### src/rtl/imm_encoder_if.sv
// Request/response bus of the immediate encoder: request side carries sel/imm,
// response side carries the packed field with its sel and representability flag.
interface imm_encoder_if;
  localparam int unsigned IMM_W   = 32;
  localparam int unsigned FIELD_W = 20;
  localparam int unsigned SEL_W   = 2;

  logic               in_valid;
  logic               in_ready;
  logic [SEL_W-1:0]   in_sel;
  logic [IMM_W-1:0]   in_imm;
  logic               out_valid;
  logic               out_ready;
  logic [FIELD_W-1:0] out_field;
  logic [SEL_W-1:0]   out_sel;
  logic               out_err;

  modport slave (
    input  in_valid, in_sel, in_imm, out_ready,
    output in_ready, out_valid, out_field, out_sel, out_err
  );

  modport master (
    output in_valid, in_sel, in_imm, out_ready,
    input  in_ready, out_valid, out_field, out_sel, out_err
  );
endinterface

### src/rtl/imm_encoder.sv
// Inverse immediate generator: range-checks a 32-bit immediate for the selected
// format and packs it into the generator's 20-bit raw field (2-stage pipeline).
module imm_encoder #(
  parameter int unsigned CNT_W = 8
) (
  input  logic              clk,
  input  logic              rst,
  imm_encoder_if.slave      bus,
  input  logic              clr_cnt,
  output logic [CNT_W-1:0]  err_cnt
);

  localparam int unsigned IMM_W   = 32;
  localparam int unsigned FIELD_W = 20;
  localparam int unsigned SEL_W   = 2;
  localparam logic [CNT_W-1:0] CNT_MAX = {CNT_W{1'b1}};

  logic               s1_v_q;
  logic [SEL_W-1:0]   s1_sel_q;
  logic [IMM_W-1:0]   s1_imm_q;
  logic               s2_v_q;
  logic [FIELD_W-1:0] s2_field_q;
  logic [SEL_W-1:0]   s2_sel_q;
  logic               s2_err_q;
  logic [CNT_W-1:0]   err_cnt_q;
  logic [CNT_W-1:0]   err_cnt_d;

  logic               s1_adv;
  logic               s2_adv;
  logic               deliver;
  logic [FIELD_W-1:0] field_c;
  logic               err_c;

  assign s2_adv  = ~s2_v_q | bus.out_ready;
  assign s1_adv  = ~s1_v_q | s2_adv;
  assign deliver = s2_v_q & bus.out_ready;

  // Field packing and representability check on the s1 contents.
  always_comb begin
    field_c = '0;
    err_c   = 1'b0;
    case (s1_sel_q)
      2'd0: begin
        field_c = {8'h00, s1_imm_q[11:0]};
        err_c   = ~((&s1_imm_q[31:11]) | ~(|s1_imm_q[31:11]));
      end
      2'd1: begin
        field_c = {8'h00, s1_imm_q[12:1]};
        err_c   = s1_imm_q[0] | ~((&s1_imm_q[31:12]) | ~(|s1_imm_q[31:12]));
      end
      2'd2: begin
        field_c = s1_imm_q[31:12];
        err_c   = |s1_imm_q[11:0];
      end
      2'd3: begin
        field_c = s1_imm_q[20:1];
        err_c   = s1_imm_q[0] | ~((&s1_imm_q[31:20]) | ~(|s1_imm_q[31:20]));
      end
    endcase
  end

  always_ff @(posedge clk or posedge rst) begin
    if (rst) begin
      s1_v_q   <= 1'b0;
      s1_sel_q <= '0;
      s1_imm_q <= '0;
    end else if (s1_adv) begin
      s1_v_q <= bus.in_valid;
      if (bus.in_valid) begin
        s1_sel_q <= bus.in_sel;
        s1_imm_q <= bus.in_imm;
      end
    end
  end

  always_ff @(posedge clk or posedge rst) begin
    if (rst) begin
      s2_v_q     <= 1'b0;
      s2_field_q <= '0;
      s2_sel_q   <= '0;
      s2_err_q   <= 1'b0;
    end else if (s2_adv) begin
      s2_v_q <= s1_v_q;
      if (s1_v_q) begin
        s2_field_q <= field_c;
        s2_sel_q   <= s1_sel_q;
        s2_err_q   <= err_c;
      end
    end
  end

  // Clear wins over a same-cycle errored delivery; count sticks at all-ones.
  always_comb begin
    err_cnt_d = err_cnt_q;
    if (clr_cnt) begin
      err_cnt_d = '0;
    end else if (deliver && s2_err_q && (err_cnt_q != CNT_MAX)) begin
      err_cnt_d = err_cnt_q + CNT_W'(1);
    end
  end

  always_ff @(posedge clk or posedge rst) begin
    if (rst) begin
      err_cnt_q <= '0;
    end else begin
      err_cnt_q <= err_cnt_d;
    end
  end

  assign bus.in_ready  = s1_adv;
  assign bus.out_valid = s2_v_q;
  assign bus.out_field = s2_field_q;
  assign bus.out_sel   = s2_sel_q;
  assign bus.out_err   = s2_err_q;
  assign err_cnt       = err_cnt_q;

endmodule

### src/flat_wrapper.sv
// flat-port wrapper written by rule: the top's interface ports become plain ports
module imm_encoder_flat 
#(
  parameter int unsigned CNT_W = 8
)
  (clk, rst, clr_cnt, err_cnt, bus_in_valid, bus_in_sel, bus_in_imm, bus_out_ready, bus_in_ready, bus_out_valid, bus_out_field, bus_out_sel, bus_out_err);
  imm_encoder_if bus_i ();
  input  logic clk;
  input  logic rst;
  input  logic clr_cnt;
  output logic [CNT_W-1:0] err_cnt;
  input wire logic [$bits(bus_i.in_valid)-1:0] bus_in_valid;
  input wire logic [$bits(bus_i.in_sel)-1:0] bus_in_sel;
  input wire logic [$bits(bus_i.in_imm)-1:0] bus_in_imm;
  input wire logic [$bits(bus_i.out_ready)-1:0] bus_out_ready;
  output wire logic [$bits(bus_i.in_ready)-1:0] bus_in_ready;
  output wire logic [$bits(bus_i.out_valid)-1:0] bus_out_valid;
  output wire logic [$bits(bus_i.out_field)-1:0] bus_out_field;
  output wire logic [$bits(bus_i.out_sel)-1:0] bus_out_sel;
  output wire logic [$bits(bus_i.out_err)-1:0] bus_out_err;
  assign bus_i.in_valid = bus_in_valid;
  assign bus_i.in_sel = bus_in_sel;
  assign bus_i.in_imm = bus_in_imm;
  assign bus_i.out_ready = bus_out_ready;
  assign bus_in_ready = bus_i.in_ready;
  assign bus_out_valid = bus_i.out_valid;
  assign bus_out_field = bus_i.out_field;
  assign bus_out_sel = bus_i.out_sel;
  assign bus_out_err = bus_i.out_err;
  imm_encoder #(.CNT_W(CNT_W)) u_core (.clk(clk), .rst(rst), .bus(bus_i), .clr_cnt(clr_cnt), .err_cnt(err_cnt));
endmodule
### config.mk
export PLATFORM = sky130hd
export DESIGN_NAME = imm_encoder_flat
export DESIGN_NICKNAME = d
export VERILOG_FILES = /design/src/rtl/imm_encoder_if.sv /design/src/rtl/imm_encoder.sv /design/src/flat_wrapper.sv
export SDC_FILE = /design/constraint.sdc
export NUM_CORES = 1
export LEC_CHECK = 0
export ABC_AREA = 0
export BUFFER_PORTS_ARGS = -buffer_cell sky130_fd_sc_hd__buf_2
export CAP_MARGIN = 10
export CORE_MARGIN = 8
export CORE_UTILIZATION = 45
export CTS_BUF_LIST = sky130_fd_sc_hd__clkbuf_8
export DETAILED_ROUTE_END_ITERATION = 7
export HOLD_SLACK_MARGIN = 0.15
export PLACE_DENSITY = 0.75
export REMOVE_ABC_BUFFERS = 1
export SETUP_SLACK_MARGIN = 0.1
export SLEW_MARGIN = 10
export SYNTH_ARGS = -nofsm -noshare
export SYNTH_HDL_FRONTEND = slang
export SYNTH_SLANG_ARGS = --single-unit
export TNS_END_PERCENT = 50
### constraint.sdc
create_clock -name clk -period 5.1 [get_ports clk]
set_clock_uncertainty 0.05 [all_clocks]
set_input_delay 1.02 -clock clk [delete_from_list [all_inputs] [get_ports clk]]
set_output_delay 1.02 -clock clk [all_outputs]
set_load 0.02 [all_outputs]
==> flow_summary_export.csv, run 1 <==
group,metric,value,unit
run_status,status,"finished, final reports clean",
synth,ys_types,32,
drt,via_count,2283,
synth,synth.yosys.warnings,0,
worst_hold_path,hold_start,"u_core.bus.out_field[4]$_DFFE_PP0P_",
worst_setup_path,critPathKind,"input port to output pin",
timing,finalMaxSlewViolations,0,
clock_tree,cts.sinks,67,
synth,netlist_area,3100,um2
layout,syn_to_final_growth,18.8,%
worst_setup_path,cp.buffers_inverters,2,
clock_tree,ctsRootBufferMaster,"clkbuf_8",
clock_tree,clk_latency,0.33,ns
synth,synth_top_area_share,54.1,%
clock_tree,cts_setup_buffers,0,
timing,slew_headroom,23.9,%
clock_tree,cts-buffers-inserted,9,
worst_hold_path,whs_endpoint,"u_core.bus.out_field[4]$_DFFE_PP0P_",
worst_setup_path,path_delay_family,"buffers and inverters",
global_route,grt_start_max_net_pins,68,
global_route,overflow,0,
worst_setup_path,cp_data_arrival_time,1.53,ns
floorplanning,dieHeight,99.0,um
layout,fin_nets,381,
power_and_ir_drop,peakVddDrop,0.000189,V
floorplanning,die_area,9800,um2
synth,syn_area_per_cell,11.4,um2
synth,synthTopCellsByCount,"dfrtp_1, mux2_2, nor2_1",
clock_tree,clockBufferDepth,2,
placed_design,io_buffers,71,
worst_setup_path,crit_slowest_cell,"nand3b_1",
worst_setup_path,cp_max_fo,3,
drt,post_drt_wl_per_cell,16.5,um
clock_tree,cts_resized,0,
worst_setup_path,path_cells,"buf_2, nand3b_1, buf_2",
clock_tree,tritoncts,"built",
synth,synthCells,271,
drt,wirelength,7030,um
worst_setup_path,end_kind,"output pin",
placed_design,place_hpwl,4800,um
global_route,grt_pass1_wl,11700,um
timing,max_freq,384,MHz
synth,synth_area_leaders,"dfrtp_1, mux2_2, mux2i_1",
floorplanning,initial_core_util,46.1,%
worst_setup_path,ff2ff_path_depth,4,
timing,setup_viol,0,
worst_hold_path,hold_depth,2,
synth,synth-seq-cells,67,
global_route,grt_pass1_vias,2385,
layout,n_antenna_cell,0,
timing,worst_slew_pin_slew,1.14,ns
worst_setup_path,cpPeakStageDelay,0.20,ns
job,maxCapViolCount,0,
drt,vias_per_cell,5.36,
synth,yosys.area.top_type,"dfrtp_1",
worst_setup_path,cp_common_cell,"buf_2",
floorplanning,ios,72,
global_route,antenna_found_initial,0,
drt,antenna_left,0,
layout,nFillCells,595,
clock_tree,clk_pin_slew_worst_paths,0.07,ns
worst_hold_path,min_path_type,"register to register",
clock_tree,htreeDepth,3,
synth,seq_area_frac_synth,54.1,%
floorplanning,die_x,99.0,um
placed_design,gp_congestion,0.805,
timing,min_period_over_period,51.1,%
worst_setup_path,r2r_start,"u_core.s1_sel_q[1]$_DFFE_PP0P_",
worst_setup_path,critPathRequiredTime,4.03,ns
synth,async_flop_share,100,%
floorplanning,core_area,6720,um2
timing,period_minus_slack,2.60,ns
worst_setup_path,startpoint_type,"input port",
global_route,gr-usage-all-layers,15.0,%
timing,hold_viol,0,
clock_tree,cts_hold_buf,0,
layout,drive_above_1_share,37.3,%
synth,yosys.cell_count.top_type,"dfrtp_1",
timing,rsz0062_at_grt,"no",
drt,drc,0,
synth,synth-edff-count,0,
power_and_ir_drop,leakagePower,0.00173,uW
synth,synth_flop_cell,"dfrtp_1",
power_and_ir_drop,powerDensity,399,nW/um2
timing,setup_tns,0,ns
floorplanning,row_count,30,
worst_setup_path,regToRegEndpoint,"u_core.bus.out_field[6]$_DFFE_PP0P_",
layout,final_util,54.8,%
drt,drtIter0Drc,147,
drt,firstDrtPassIters,4,
worst_setup_path,ff2ff_setup_slack,3.23,ns
sequential cells by signal, indices dropped and copies added (netlist names):
signal	flops
u_core.s1_imm_q	32
u_core.bus.out_field	20
u_core.err_cnt	8
u_core.bus.out_sel	2
u_core.s1_sel_q	2
u_core.bus.out_err	1
u_core.bus.out_valid	1
u_core.s1_v_q	1
per-stage QoR:
step	area [um2]	power [uW]	hold slack, ns	std cells	setup WS, ns
CTS	3680	1490	0.431	426	2.49
global route	3680	1550	0.452	426	2.45
finish	3680	1470	0.425	426	2.50
floorplan	3010	924	0.430	256	2.35
detailed placement	3490	1060	0.415	410	2.48
global placement	3490	1050	0.407	410	2.51
how the worst max path moves through the flow:
stage / startpoint / to / slack [ns] / cells after the start
final: bus_out_ready / bus_in_ready / 2.50 / 3
after global routing: bus_out_ready / bus_in_ready / 2.45 / 3
after CTS: bus_out_ready / bus_in_ready / 2.49 / 3
after detailed placement: bus_out_ready / u_core.s1_imm_q[0]$_DFFE_PP0P_ / 2.48 / 4
after global placement: bus_out_ready / bus_in_ready / 2.51 / 3
after floorplan: rst / u_core.bus.out_err$_DFFE_PP0P_ / 2.35 / 1
logic make-up (layout without fill, tap and decap cells):
kind of cell    count (synthesis)  after routing  synth area share (%)
simple gates                   80             80                  12.2
flops                          67             67                  54.1
mux                            56             56                  19.5
compound gates                 42             42                  8.72
buf+inv                        19             94                  3.39
xor+xnor                        6              6                  1.70
fa+ha+maj                       1              1                 0.404
worst reg2reg max path: stages (launching register included):
cell and delay (ns):
dfrtp_1 1.09, mux2i_1 0.29, nor2_1 0.07, a21oi_1 0.13, o21ai_0 0.09
cells in the final DEF, fill, tap and decap left out:
cell and count:
o21ai_0 15, dfrtp_1 67, xnor2_1 5, o211ai_1 1, nand2_1 17, mux2_2 35
nand3_1 6, nand2_2 1, buf_2 71, buf_4 3, bufinv_16 1, a21oi_1 14
nand4_1 5, ha_1 1, inv_1 4, nor2_1 29, a31oi_1 2, nor4_1 8
o2111ai_4 1, o311ai_0 1, nand4_2 1, mux2i_1 21, xor2_1 1, nor3_1 6
or3_1 1, nand2b_1 3, clkinvlp_4 1, a22o_1 8, clkinv_2 3, clkbuf_8 10
nand3b_1 1, or2_2 1, inv_2 1, and3_1 1
where the power goes:
group          switching (uW)  total, uW  internal, uW  leakage [uW]
Clock                     194        428           235      0.000103
Combinational             187        335           148      0.000813
Sequential               87.5        707           619      0.000817
Total                     468       1470          1000       0.00173
cell type report:
cell class | count | area, um2 | area share, %
Tap cell | 80 | 100 | 2.72
Multi-Input combinational cell | 185 | 1320 | 35.8
Sequential cell | 67 | 1680 | 45.5
Clock buffer | 10 | 138 | 3.74
Inverter | 4 | 15.0 | 0.408
Timing Repair Buffer | 74 | 378 | 10.3
Clock inverter | 6 | 56.3 | 1.53
per-layer routing:
| layer | track usage (%) | part of all wire [%] | up-vias |
|---|---|---|---|
| met5 | 0 | 0 | - |
| met4 | 6.38 | 1.2 | 0 |
| met3 | 5.29 | 7.1 | 9 |
| met2 | 22.7 | 44 | 70 |
| met1 | 19.0 | 48 | 1095 |
| li1 | - | - | 1109 |
Power figures use the tool's default switching activity.
==> run 2, diff against run 1 <==
ABC_AREA = 1   (was 0)
PLACE_DENSITY = 0.77   (was 0.75)
clock period = 2.2 ns   (was 5.1 ns; I/O delays follow)
==> run 2 against run 1 <==
Against the previous run: clock power rose to 2.7 times the previous value; clock-buffer cell count up 1; combinational power grew to 3.4 times the previous value; sequential power rose by 140%; highest routed layer unchanged; critical path depth grew 2; largest cell class unchanged.
==> flow_summary_export.csv, run 2 <==
group,metric,value,unit
synth,netlist_area,3220,um2
timing,worst_slew_pin_slew,0.436,ns
global_route,grt_pass1_vias,2832,
layout,top_register,"u_core.s1_imm_q",
timing,finalMaxSlewViolations,0,
synth,synth_flop_cell,"dfrtp_1",
power_and_ir_drop,p_sw,1400,uW
placed_design,place_hpwl,5680,um
worst_setup_path,startpoint_type,"register",
global_route,grt_start_max_net_pins,68,
drt,antenna_left,0,
synth,yosys.area.top_type,"dfrtp_1",
floorplanning,die_x,101,um
clock_tree,clockBufferDepth,2,
placed_design,placed_cell_area,3670,um2
clock_tree,cts_setup_buffers,0,
drt,via_count,2823,
timing,period_minus_slack,1.57,ns
synth,async_flop_share,100,%
drt,post_drt_wl_per_cell,14.0,um
worst_setup_path,cp.buffers_inverters,1,
power_and_ir_drop,powerDensity,1020,nW/um2
placed_design,io_buffers,71,
global_route,overflow,0,
worst_setup_path,critPathKind,"register to register",
worst_setup_path,cpPeakStageDelay,0.38,ns
global_route,antenna_found_initial,0,
layout,layout_common_cells,"buf_2, nor2_1, dfrtp_1, a21oi_1, nand2_1",
worst_setup_path,path_cells,"nand2_1, nand2_1, clkinv_1, nor2_1, a21oi_1",
synth,seq_area_frac_synth,52.1,%
global_route,grt_pass1_wl,13300,um
synth,synthCells,383,
clock_tree,tritoncts,"built",
clock_tree,cts.sinks,67,
layout,n_antenna_cell,0,
layout,syn_to_final_growth,21.4,%
global_route,gr-usage-all-layers,16.6,%
power_and_ir_drop,pwr-share-seq,42.5,%
power_and_ir_drop,p_comb_share,28.5,%
clock_tree,clk_pin_slew_worst_paths,0.08,ns
placed_design,gp_congestion,0.837,
run_status,status,"finished, final reports clean",
power_and_ir_drop,swShare,35.0,%
timing,setup_viol,0,
drt,firstDrtPassIters,4,
floorplanning,dieHeight,101,um
worst_setup_path,end_kind,"register",
timing,max_freq,636,MHz
worst_setup_path,cp_max_fo,13,
clock_tree,cts-buffers-inserted,9,
drt,vias_per_cell,5.04,
floorplanning,core_area,7100,um2
layout,nFillCells,666,
clock_tree,htreeDepth,3,
floorplanning,die_area,10100,um2
synth,synth-seq-cells,67,
layout,design_area,3900,um2
power_and_ir_drop,internal_power,2590,uW
drt,drc,0,
layout,largest_reg_flops,32,
clock_tree,ctsRootBufferMaster,"clkbuf_8",
layout,mostFrequentLayoutCell,"buf_2",
power_and_ir_drop,total_power,3990,uW
synth,ys_types,29,
layout,fin_nets,496,
layout,drive_above_1_share,27.3,%
worst_setup_path,crit_slowest_cell,"dfrtp_1",
timing,min_period_over_period,71.5,%
power_and_ir_drop,clockPowerShare,29.1,%
drt,wirelength,7850,um
worst_hold_path,min_path_type,"input port to register",
synth,synth-edff-count,0,
synth,synth_area_leaders,"dfrtp_1, a21oi_1, nor2_1",
clock_tree,clk_latency,0.34,ns
synth,synth.yosys.warnings,0,
worst_setup_path,path_delay_family,"simple AND/OR/NAND/NOR gates",
floorplanning,initial_core_util,45.3,%
timing,rsz0062_at_grt,"no",
power_and_ir_drop,leakagePower,0.00196,uW
worst_setup_path,critPathRequiredTime,2.37,ns
drt,drtIter0Drc,184,
floorplanning,ios,72,
timing,hold_viol,0,
synth,syn_area_per_cell,8.40,um2
layout,final_util,55.0,%
job,maxCapViolCount,0,
power_and_ir_drop,peakVddDrop,0.000534,V
worst_setup_path,cp_common_cell,"nand2_1",
floorplanning,row_count,31,
timing,slew_headroom,70.8,%
synth,synthTopCellsByCount,"dfrtp_1, nor2_1, a21oi_1",
synth,synth_top_area_share,52.1,%
worst_setup_path,cp_data_arrival_time,1.75,ns
-- run 2: cells by family (layout without fill, tap and decap cells) --
logic type	Yosys count	in the layout	synth area share, %
and+or+nand+nor	155	155	20.0
AOI/OAI and AO/OA	97	97	18.1
DFF	67	67	52.1
buffers and inverters	59	137	7.98
muxes	4	4	1.40
adders and majority gates	1	1	0.389
-- run 2: final timing paths --
kind / start / endpoint / slack (ns) / depth (start not counted)
min in group asynchronous: rst / u_core.bus.out_field[7]$_DFFE_PP0P_ / 0.66 / 4
min reg2reg: u_core.bus.out_sel[0]$_DFFE_PP0P_ / u_core.bus.out_sel[0]$_DFFE_PP0P_ / 0.43 / 2
min: clr_cnt / u_core.err_cnt[2]$_DFFE_PP0P_ / 0.25 / 2
max: u_core.bus.out_valid$_DFFE_PP0P_ / u_core.bus.out_field[19]$_DFFE_PP0P_ / 0.63 / 5
max reg2reg: u_core.bus.out_valid$_DFFE_PP0P_ / u_core.bus.out_field[19]$_DFFE_PP0P_ / 0.63 / 5
max in group asynchronous: rst / u_core.s1_imm_q[31]$_DFFE_PP0P_ / 1.14 / 4
-- run 2: routing by layer --
metal	vias to the layer above	part of all wire [%]	routed length [um]	GRT usage (%)
met5	-	0	0	0
met4	0	1.4	113	7.21
met2	92	47	3690	25.3
met3	12	5.5	430	3.94
met1	1331	46	3620	21.8
li1	1388	-	-	-
-- run 2: final cells by class --
| cell class | count | area [um2] | share of cell area, % |
|---|---|---|---|
| well taps | 99 | 124 | 3.17 |
| inverters | 45 | 170 | 4.36 |
| multi-input cells | 257 | 1280 | 32.9 |
| flip-flops and latches | 67 | 1680 | 43.0 |
| repair buffers | 76 | 420 | 10.8 |
| clock buffers | 11 | 151 | 3.88 |
| clock inverters | 5 | 75.1 | 1.92 |
-- run 2: power groups by stage --
| stage | Combinational [uW] | Clock, uW | Sequential, uW |
|---|---|---|---|
| 6_report | 1140 | 1160 | 1690 |
| 5_1_grt | 1270 | 1240 | 1730 |
| 4_1_cts | 1150 | 1180 | 1690 |
| 3_5_place_dp | 1140 | 0 | 1710 |
| 3_3_place_gp | 1120 | 0 | 1710 |
| 2_1_floorplan | 551 | 0 | 1890 |
-- run 2: through the flow --
stage	hold WS, ns	setup TNS [ns]	worst slack (ns)	std cells
floorplan	0.462	-2.26	-0.260	369
detailed placement	0.424	0	0.441	543
global placement	0.416	0	0.497	543
finish	0.253	0	0.628	560
global route	0.248	0	0.470	560
CTS	0.246	0	0.633	560
-- run 2: timing repair --
item | 4_1_cts | 5_1_grt
hold endpoints to repair | 67 | 0
hold buffers | 1 | 0
gates resized for setup | 0 | 0
==> run 3, diff against run 2 <==
PLACE_DENSITY = 0.74   (was 0.77)
clock period = 1.6 ns   (was 2.2 ns; I/O delays follow)
==> run 3 against run 2 <==
Against the previous run: hold slack worse by 0.095 ns; sequential share of layout area fell by 0.80 points; critical endpoint is now u_core.err_cnt[6]$_DFFE_PP0P_; wire length is 4.4% higher; critical path depth grew 4; global-route usage up 0.34 points; setup slack worse by 0.54 ns; register-to-register slack worse by 0.54 ns; clock power increased by 11%.
==> flow_summary_export.csv, run 3 (synthesis results as in run 2) <==
group,metric,value,unit
layout,design_area,3980,um2
drt,wirelength,8200,um
clock_tree,cts.sinks,67,
worst_setup_path,cp_data_arrival_time,1.74,ns
floorplanning,die_area,10100,um2
layout,mostFrequentLayoutCell,"buf_2",
worst_setup_path,critPathKind,"register to register",
placed_design,gp_congestion,0.868,
global_route,grt_pass1_wl,13500,um
job,maxCapViolCount,0,
floorplanning,ios,72,
layout,syn_to_final_growth,23.7,%
floorplanning,core_area,7100,um2
worst_setup_path,critPathRequiredTime,1.83,ns
clock_tree,htreeDepth,3,
layout,layout_common_cells,"buf_2, nor2_1, dfrtp_1, a21oi_1, nand2_1",
global_route,grt_pass1_vias,2865,
clock_tree,clockBufferDepth,2,
clock_tree,cts-buffers-inserted,9,
power_and_ir_drop,leakagePower,0.00200,uW
clock_tree,clk_pin_slew_worst_paths,0.08,ns
layout,drive_above_1_share,30.0,%
floorplanning,initial_core_util,45.3,%
worst_hold_path,min_path_type,"input port to register",
clock_tree,clk_latency,0.35,ns
timing,finalMaxSlewViolations,0,
drt,antenna_left,0,
power_and_ir_drop,peakVddDrop,0.000863,V
floorplanning,die_x,101,um
layout,top_register,"u_core.s1_imm_q",
power_and_ir_drop,powerDensity,1320,nW/um2
timing,hold_viol,0,
drt,post_drt_wl_per_cell,14.3,um
global_route,gr-usage-all-layers,16.9,%
clock_tree,ctsRootBufferMaster,"clkbuf_8",
worst_setup_path,end_kind,"register",
timing,slew_headroom,72.1,%
timing,max_freq,662,MHz
placed_design,placed_cell_area,3700,um2
timing,setup_viol,0,
clock_tree,tritoncts,"built",
timing,rsz0062_at_grt,"yes",
timing,min_period_over_period,94.3,%
timing,period_minus_slack,1.51,ns
floorplanning,row_count,31,
drt,via_count,2863,
drt,drtIter0Drc,152,
floorplanning,dieHeight,101,um
run_status,status,"finished, final reports clean",
layout,n_antenna_cell,0,
placed_design,dp_slack,0.0850,ns
global_route,antenna_found_initial,0,
worst_setup_path,cp_max_fo,5,
global_route,overflow,0,
drt,drc,0,
placed_design,place_hpwl,6050,um
global_route,grt_start_max_net_pins,36,
drt,vias_per_cell,5.01,
timing,setup_ws,0.0905,ns
layout,fin_nets,508,
worst_setup_path,startpoint_type,"register",
placed_design,io_buffers,71,
timing,worst_slew_pin_slew,0.417,ns
drt,firstDrtPassIters,4,
power_and_ir_drop,total_power,5240,uW
layout,largest_reg_flops,32,
==> run 3: cell type report <==
type | count | area [um2]
fillers | 654 | 3120
flip-flops and latches | 67 | 1680
multi-input cells | 257 | 1310
repair buffers | 88 | 515
inverters | 45 | 170
clock buffers | 10 | 138
well taps | 99 | 124
clock inverters | 6 | 41.3
==> run 3: metal layers <==
metal  wire (um)  part of all wire, %  track usage, %  vias up
met5           0                    0               0        -
met4         150                  1.8            7.44        0
met3         397                  4.8            3.94       11
met2        4000                   49            26.9       66
met1        3650                   45            21.4     1373
li1            -                    -               -     1413
==> run 3: path summary, 6_finish.rpt <==
check	start	to	slack [ns]	depth (start not counted)
max in group asynchronous	rst	u_core.s1_imm_q[26]$_DFFE_PP0P_	0.52	4
worst max register to register	u_core.err_cnt[0]$_DFFE_PP0P_	u_core.err_cnt[6]$_DFFE_PP0P_	0.09	9
worst min register to register	u_core.bus.out_field[10]$_DFFE_PP0P_	u_core.bus.out_field[10]$_DFFE_PP0P_	0.44	2
worst min-delay path	bus_in_imm[25]	u_core.s1_imm_q[25]$_DFFE_PP0P_	0.16	2
worst max-delay path	u_core.err_cnt[0]$_DFFE_PP0P_	u_core.err_cnt[6]$_DFFE_PP0P_	0.09	9
min in group asynchronous	rst	u_core.err_cnt[3]$_DFFE_PP0P_	0.46	3
==> run 3: critical path: stages, from the launching register on <==
cell and delay [ns]:
dfrtp_1 0.39, ha_2 0.20, nand2_2 0.07, inv_2 0.07
nand2_2 0.06, o21ai_4 0.27, nor2_4 0.08, nand2_2 0.09
o21ai_1 0.06, nor2_1 0.11
==> run 3: report_power, final <==
part,switching [uW],internal [uW],total [uW]
clock,685,601,1290
sequential,277,2050,2330
combinational,1030,594,1620
total,1990,3250,5240
==> run 3: through the flow <==
stage / hold slack [ns] / utilization (%) / instances / TNS, ns
6_report: 0.158 / 56.0 / 572 / 0
2_1_floorplan: 0.368 / - / 369 / -56.63
3_3_place_gp: 0.284 / 52.2 / 548 / 0
3_5_place_dp: 0.291 / 52.2 / 548 / 0
4_1_cts: 0.150 / 55.2 / 567 / 0
5_1_grt: 0.152 / 56.0 / 572 / 0
==> run 3: what timing repair did <==
action | in CTS | in global routing
endpoints found under the hold margin | 16 | 0
setup endpoints to repair | 2 | 11
pin swaps | 0 | 5
resized for setup | 1 | 7
buffers inserted | 0 | 5
hold buffers | 3 | 0
